[config.mk]
export PLATFORM = sky130hd
export DESIGN_NAME = uart_byte_tx
export DESIGN_NICKNAME = d
export VERILOG_FILES = /design/src/rtl/uart_byte_tx.sv
export SDC_FILE = /design/constraint.sdc
export NUM_CORES = 1
export LEC_CHECK = 0
export ABC_AREA = 1
export CORE_UTILIZATION = 65
export CTS_CLUSTER_DIAMETER = 120
export DETAILED_ROUTE_END_ITERATION = 8
export DONT_BUFFER_PORTS = 1
export PLACE_DENSITY = 0.8
export SETUP_SLACK_MARGIN = 0.05
export SYNTH_ARGS = -nofsm -noshare
export SYNTH_HDL_FRONTEND = slang
export SYNTH_SLANG_ARGS = --single-unit
[constraint.sdc]
create_clock -name clk -period 2.3 [get_ports clk]
set_input_delay 0.345 -clock clk [delete_from_list [all_inputs] [get_ports clk]]
set_output_delay 0.345 -clock clk [all_outputs]
set_load 0.005 [all_outputs]
[src/rtl/uart_byte_tx.sv]
// UART byte transmitter: start, 8 data LSB-first, optional parity, stop.
// One-cycle done strobe after the stop bit; valid ignored while busy.
module uart_byte_tx #(
  parameter int CLK_FREQ_HZ = 50000000,
  parameter int BAUD_RATE   = 115200,
  parameter int PARITY_EN   = 0,
  parameter int PARITY_ODD  = 0
) (
  input  logic       clk,
  input  logic       rst_n,
  input  logic       tx_data_valid,
  input  logic [7:0] tx_data,
  output logic       tx_pin,
  output logic       tx_data_ready,
  output logic       tx_busy
);

  localparam int CPB = CLK_FREQ_HZ / BAUD_RATE;
  localparam int CW  = (CPB > 2) ? $clog2(CPB) : 1;

  generate
    if (CPB < 2) begin : g_bad_cpb
      $error("uart_byte_tx: CLK_FREQ_HZ/BAUD_RATE must be >= 2");
    end
  endgenerate

  typedef enum logic [2:0] {
    S_IDLE,
    S_START,
    S_DATA,
    S_PARITY,
    S_STOP
  } state_t;

  state_t        r_state;
  logic [CW-1:0] r_baud;
  logic [2:0]    r_bit;
  logic [7:0]    r_shift;
  logic          r_par;
  logic          r_pin;
  logic          r_rdy;
  logic          r_busy;

  logic          w_tick;
  logic          w_par;

  // Bit boundary: baud counter at its last count
  assign w_tick = (r_baud == CW'(CPB - 1));
  // Parity of the byte being accepted, inverted for odd parity
  assign w_par  = (^tx_data) ^ (PARITY_ODD != 0);

  // Frame sequencer with registered line, done strobe and busy flag
  always_ff @(posedge clk or negedge rst_n) begin
    if (!rst_n) begin
      r_state <= S_IDLE;
      r_baud  <= '0;
      r_bit   <= '0;
      r_shift <= '0;
      r_par   <= 1'b0;
      r_pin   <= 1'b1;
      r_rdy   <= 1'b0;
      r_busy  <= 1'b0;
    end else begin
      r_rdy <= 1'b0;
      if (r_state != S_IDLE) begin
        r_baud <= w_tick ? '0 : r_baud + CW'(1);
      end
      unique case (r_state)
        S_IDLE: begin
          r_baud <= '0;
          r_bit  <= '0;
          if (tx_data_valid) begin
            r_shift <= tx_data;
            r_par   <= w_par;
            r_pin   <= 1'b0;
            r_busy  <= 1'b1;
            r_state <= S_START;
          end
        end
        S_START: begin
          if (w_tick) begin
            r_pin   <= r_shift[0];
            r_state <= S_DATA;
          end
        end
        S_DATA: begin
          if (w_tick) begin
            if (r_bit == 3'd7) begin
              r_bit <= '0;
              if (PARITY_EN != 0) begin
                r_pin   <= r_par;
                r_state <= S_PARITY;
              end else begin
                r_pin   <= 1'b1;
                r_state <= S_STOP;
              end
            end else begin
              r_bit   <= r_bit + 3'd1;
              r_shift <= {1'b0, r_shift[7:1]};
              r_pin   <= r_shift[1];
            end
          end
        end
        S_PARITY: begin
          if (w_tick) begin
            r_pin   <= 1'b1;
            r_state <= S_STOP;
          end
        end
        S_STOP: begin
          if (w_tick) begin
            r_rdy   <= 1'b1;
            r_busy  <= 1'b0;
            r_state <= S_IDLE;
          end
        end
        default: begin
          r_pin   <= 1'b1;
          r_busy  <= 1'b0;
          r_state <= S_IDLE;
        end
      endcase
    end
  end

  assign tx_pin        = r_pin;
  assign tx_data_ready = r_rdy;
  assign tx_busy       = r_busy;

endmodule

==> qor.yml <==
outcome:
  outcome: "finished clean"
power_and_ir_drop:
  power_leakage_uw: 0.0008173
  p_sw_share_pct: 41.98
  finalPower_uw: 1699
  comb_power_share_pct: 40.5
  p_per_area_mw_per_mm2: 1083
  p_seq_share_pct: 46.0
  intPower_uw: 985.5
  clkPwrFrac_pct: 13.5
  ir_drop_v: 0.0007984
  switching_power_uw: 713.1
hold_path:
  min_path_cells: 2
  hp-class: "in -> reg"
  hp-start: "tx_data_valid"
  hold_path_end: "r_state[0]"
clocking:
  cts_tree: "done"
  cts.reportedPaths.clkPinSlew_ns: 0.15
  clock_latency_ns: 0.31
  clock-sinks: 26
  clockBufferDepth: 2
  ctsHoldBuffers: 2
  htree_levels: 1
  numCtsBuffers: 3
  cts.repair.resized: 0
  cts_setup_buffers: 0
  cts-root-buf: "clkbuf_4"
final_layout:
  area_delta_synth_final_pct: 6.181
  antenna_cells: 0
  drive_above_1_share_pct: 14.74
  fin_util_pct: 76.84
  nNetsFinal: 206
floorplan:
  dieWidth_um: 49.68
  initial_core_util_pct: 72.37
  dieArea_mm2: 0.002468
  num_rows: 16
  pin_count: 14
  core_area_mm2: 0.002042
  die_y_um: 49.68
logic_synthesis:
  syn_avg_cell_area_um2: 7.987
  netlist_top_cells_area: "dfrtp_1 (42%), nand2_1 (18%), nand4_1 (3.8%)"
  synth_warnings: 0
  synth_nets: 200
  synth_top_area_cell: "dfrtp_1"
  ys_types: 29
  synth_area_mm2: 0.001478
  synth_top_area_share_pct: 42.34
  ys_seq_area_share_pct: 44.12
  ys_ff_latch: 26
  synthCells: 185
flow_run:
  drv_cap: 0
timing:
  slew_headroom_pct: 73.24
  fin_tns_setup_ns: 0
  period_minus_slack_ns: 1.608
  finalSetupViolations: 0
  rsz0062_at_grt: "false"
  worst_slew_pin_slew_ns: 0.4014
  drv_slew: 0
  hold_viol: 0
  clock_skew_ns: 0.009161
  max_freq_mhz: 622.0
  finalCritPeriodShare_pct: 69.90
routing:
  routed_via_density: 5.747
  routed_wl_um: 2944
  drc_errors: 0
  drtPass1Iterations: 4
  route.vias.total: 1247
  first_iter_violations: 54
  final_antenna_net_count: 0
  wl_per_cell_um: 13.57
global_routing:
  grt_pass1_vias: 1137
  grt-ovfl-total: 0
  antenna_found_initial: 0
  grt_pass1_wl_um: 5230
  track_usage_pct: 27.89
  grt_max_degree: 27
setup_path:
  crit_fanout: 11
  cp-end-kind: "flip-flop"
  cp.required_ns: 2.53
  rrSetupSlack_ns: 0.69
  r2r_start: "r_state[2]"
  cp-start-kind: "flip-flop"
  crit_arrival_ns: 1.83
  worstReg2RegEnd: "r_shift[1]"
  critPathKind: "reg -> reg"
  reg2reg_depth: 7
  crit_start: "r_state[2]"
placed_design:
  port_buffers: 0
  place_hpwl_um: 2122
  gp_congestion: 0.9602
[power by group through the flow]
stage          registers (µW)  clock network, µW  logic [µW]
2_1_floorplan             750                  0         564
3_3_place_gp              774                  0         645
3_5_place_dp              786                  0         671
6_report                  781                230         688
5_1_grt                   807                248         805
4_1_cts                   777                233         689
[cell families after synthesis]
| logic type | after synthesis | synth area share (%) |
|---|---|---|
| adder cells (fa/ha/maj) | 4 | 3.387 |
| flip-flops | 26 | 44.12 |
| AND/OR/NAND/NOR | 120 | 40.56 |
| AO/OA/AOI/OAI | 14 | 5.673 |
| buffers and inverters | 20 | 5.672 |
| XOR/XNOR | 1 | 0.5928 |
[metrics by stage]
stage	area, µm²	hold WS [ns]	worst slack [ns]	cells
6_report	1569	0.1623	0.6923	217
5_1_grt	1569	0.1885	0.5483	217
4_1_cts	1569	0.1621	0.6907	217
3_5_place_dp	1503	0.04989	0.7231	211
3_3_place_gp	1503	0.04986	0.7274	211
2_1_floorplan	1478	0.04941	0.9362	185
[cells in the mapped netlist (all sizes together)]
library cell / count
a21oi: 6
and3: 1
buf: 2
dfrtp: 25
dfstp: 1
ha: 4
inv: 18
nand2: 75
nand3: 10
nand4: 9
nor2: 17
nor3: 6
nor3b: 1
nor4: 1
o211ai: 1
o21ai: 7
xnor2: 1
[cell type report]
cell class	instances	area [µm²]
Multi-Input combinational cell	139	742.0
Tap cell	27	33.78
Sequential cell	26	651.9
Inverter	18	67.56
Timing Repair Buffer	3	37.54
Fill cell	150	473.0
Clock buffer	4	36.28
[critical path: stages (launching register included)]
cell,delay [ns]
dfrtp_1,0.55
nor3_4,0.21
buf_4,0.23
nand2_1,0.13
nand2_4,0.14
nand3_4,0.12
nand2_1,0.09
nand2_1,0.05
[layout by cell type, fill, tap and decap left out]
master,n
nand2_1,69
dfrtp_1,25
nor2_1,14
inv_1,12
nand4_1,9
nand3_1,8
inv_2,6
nor3_1,5
a21oi_1,4
ha_1,4
nand2_4,3
o21ai_0,3
o21ai_1,3
clkbuf_4,3
nand2_2,2
nor2_4,2
nand3_4,2
a21oi_2,2
o211ai_1,1
nor3b_1,1
xnor2_1,1
nor4_1,1
and3_1,1
nor3_4,1
o21ai_2,1
nand2_8,1
nor2_2,1
clkbuf_8,1
buf_12,1
dlygate4sd3_1,1
buf_4,1
dfstp_2,1
[worst max-delay path by stage]
stage	cells past startpoint	slack, ns	to
6_report	7	0.69	r_shift[1]
2_1_floorplan	9	0.94	r_state[0]
4_1_cts	7	0.69	r_shift[7]
5_1_grt	9	0.55	r_state[0]
3_5_place_dp	7	0.72	r_shift[4]
3_3_place_gp	7	0.73	r_shift[5]
[state kept, by name, summed over array words and instances (netlist names)]
signal and flops:
r_bit 3, tx_busy 1, tx_data_ready 1, r_state 3
r_shift 8, tx_pin 1, r_baud 9
[per-layer routing]
layer	global-route usage, %	part of all wire [%]	vias to the layer above	wire length (µm)
met3	3.704	4.9	4	144
met2	45.72	49	38	1454
met1	39.55	44	596	1303
met5	0	0	-	0
li1	-	-	609	-
met4	5.714	1.4	0	41
Note: power is estimated with default switching activity, not from simulation.
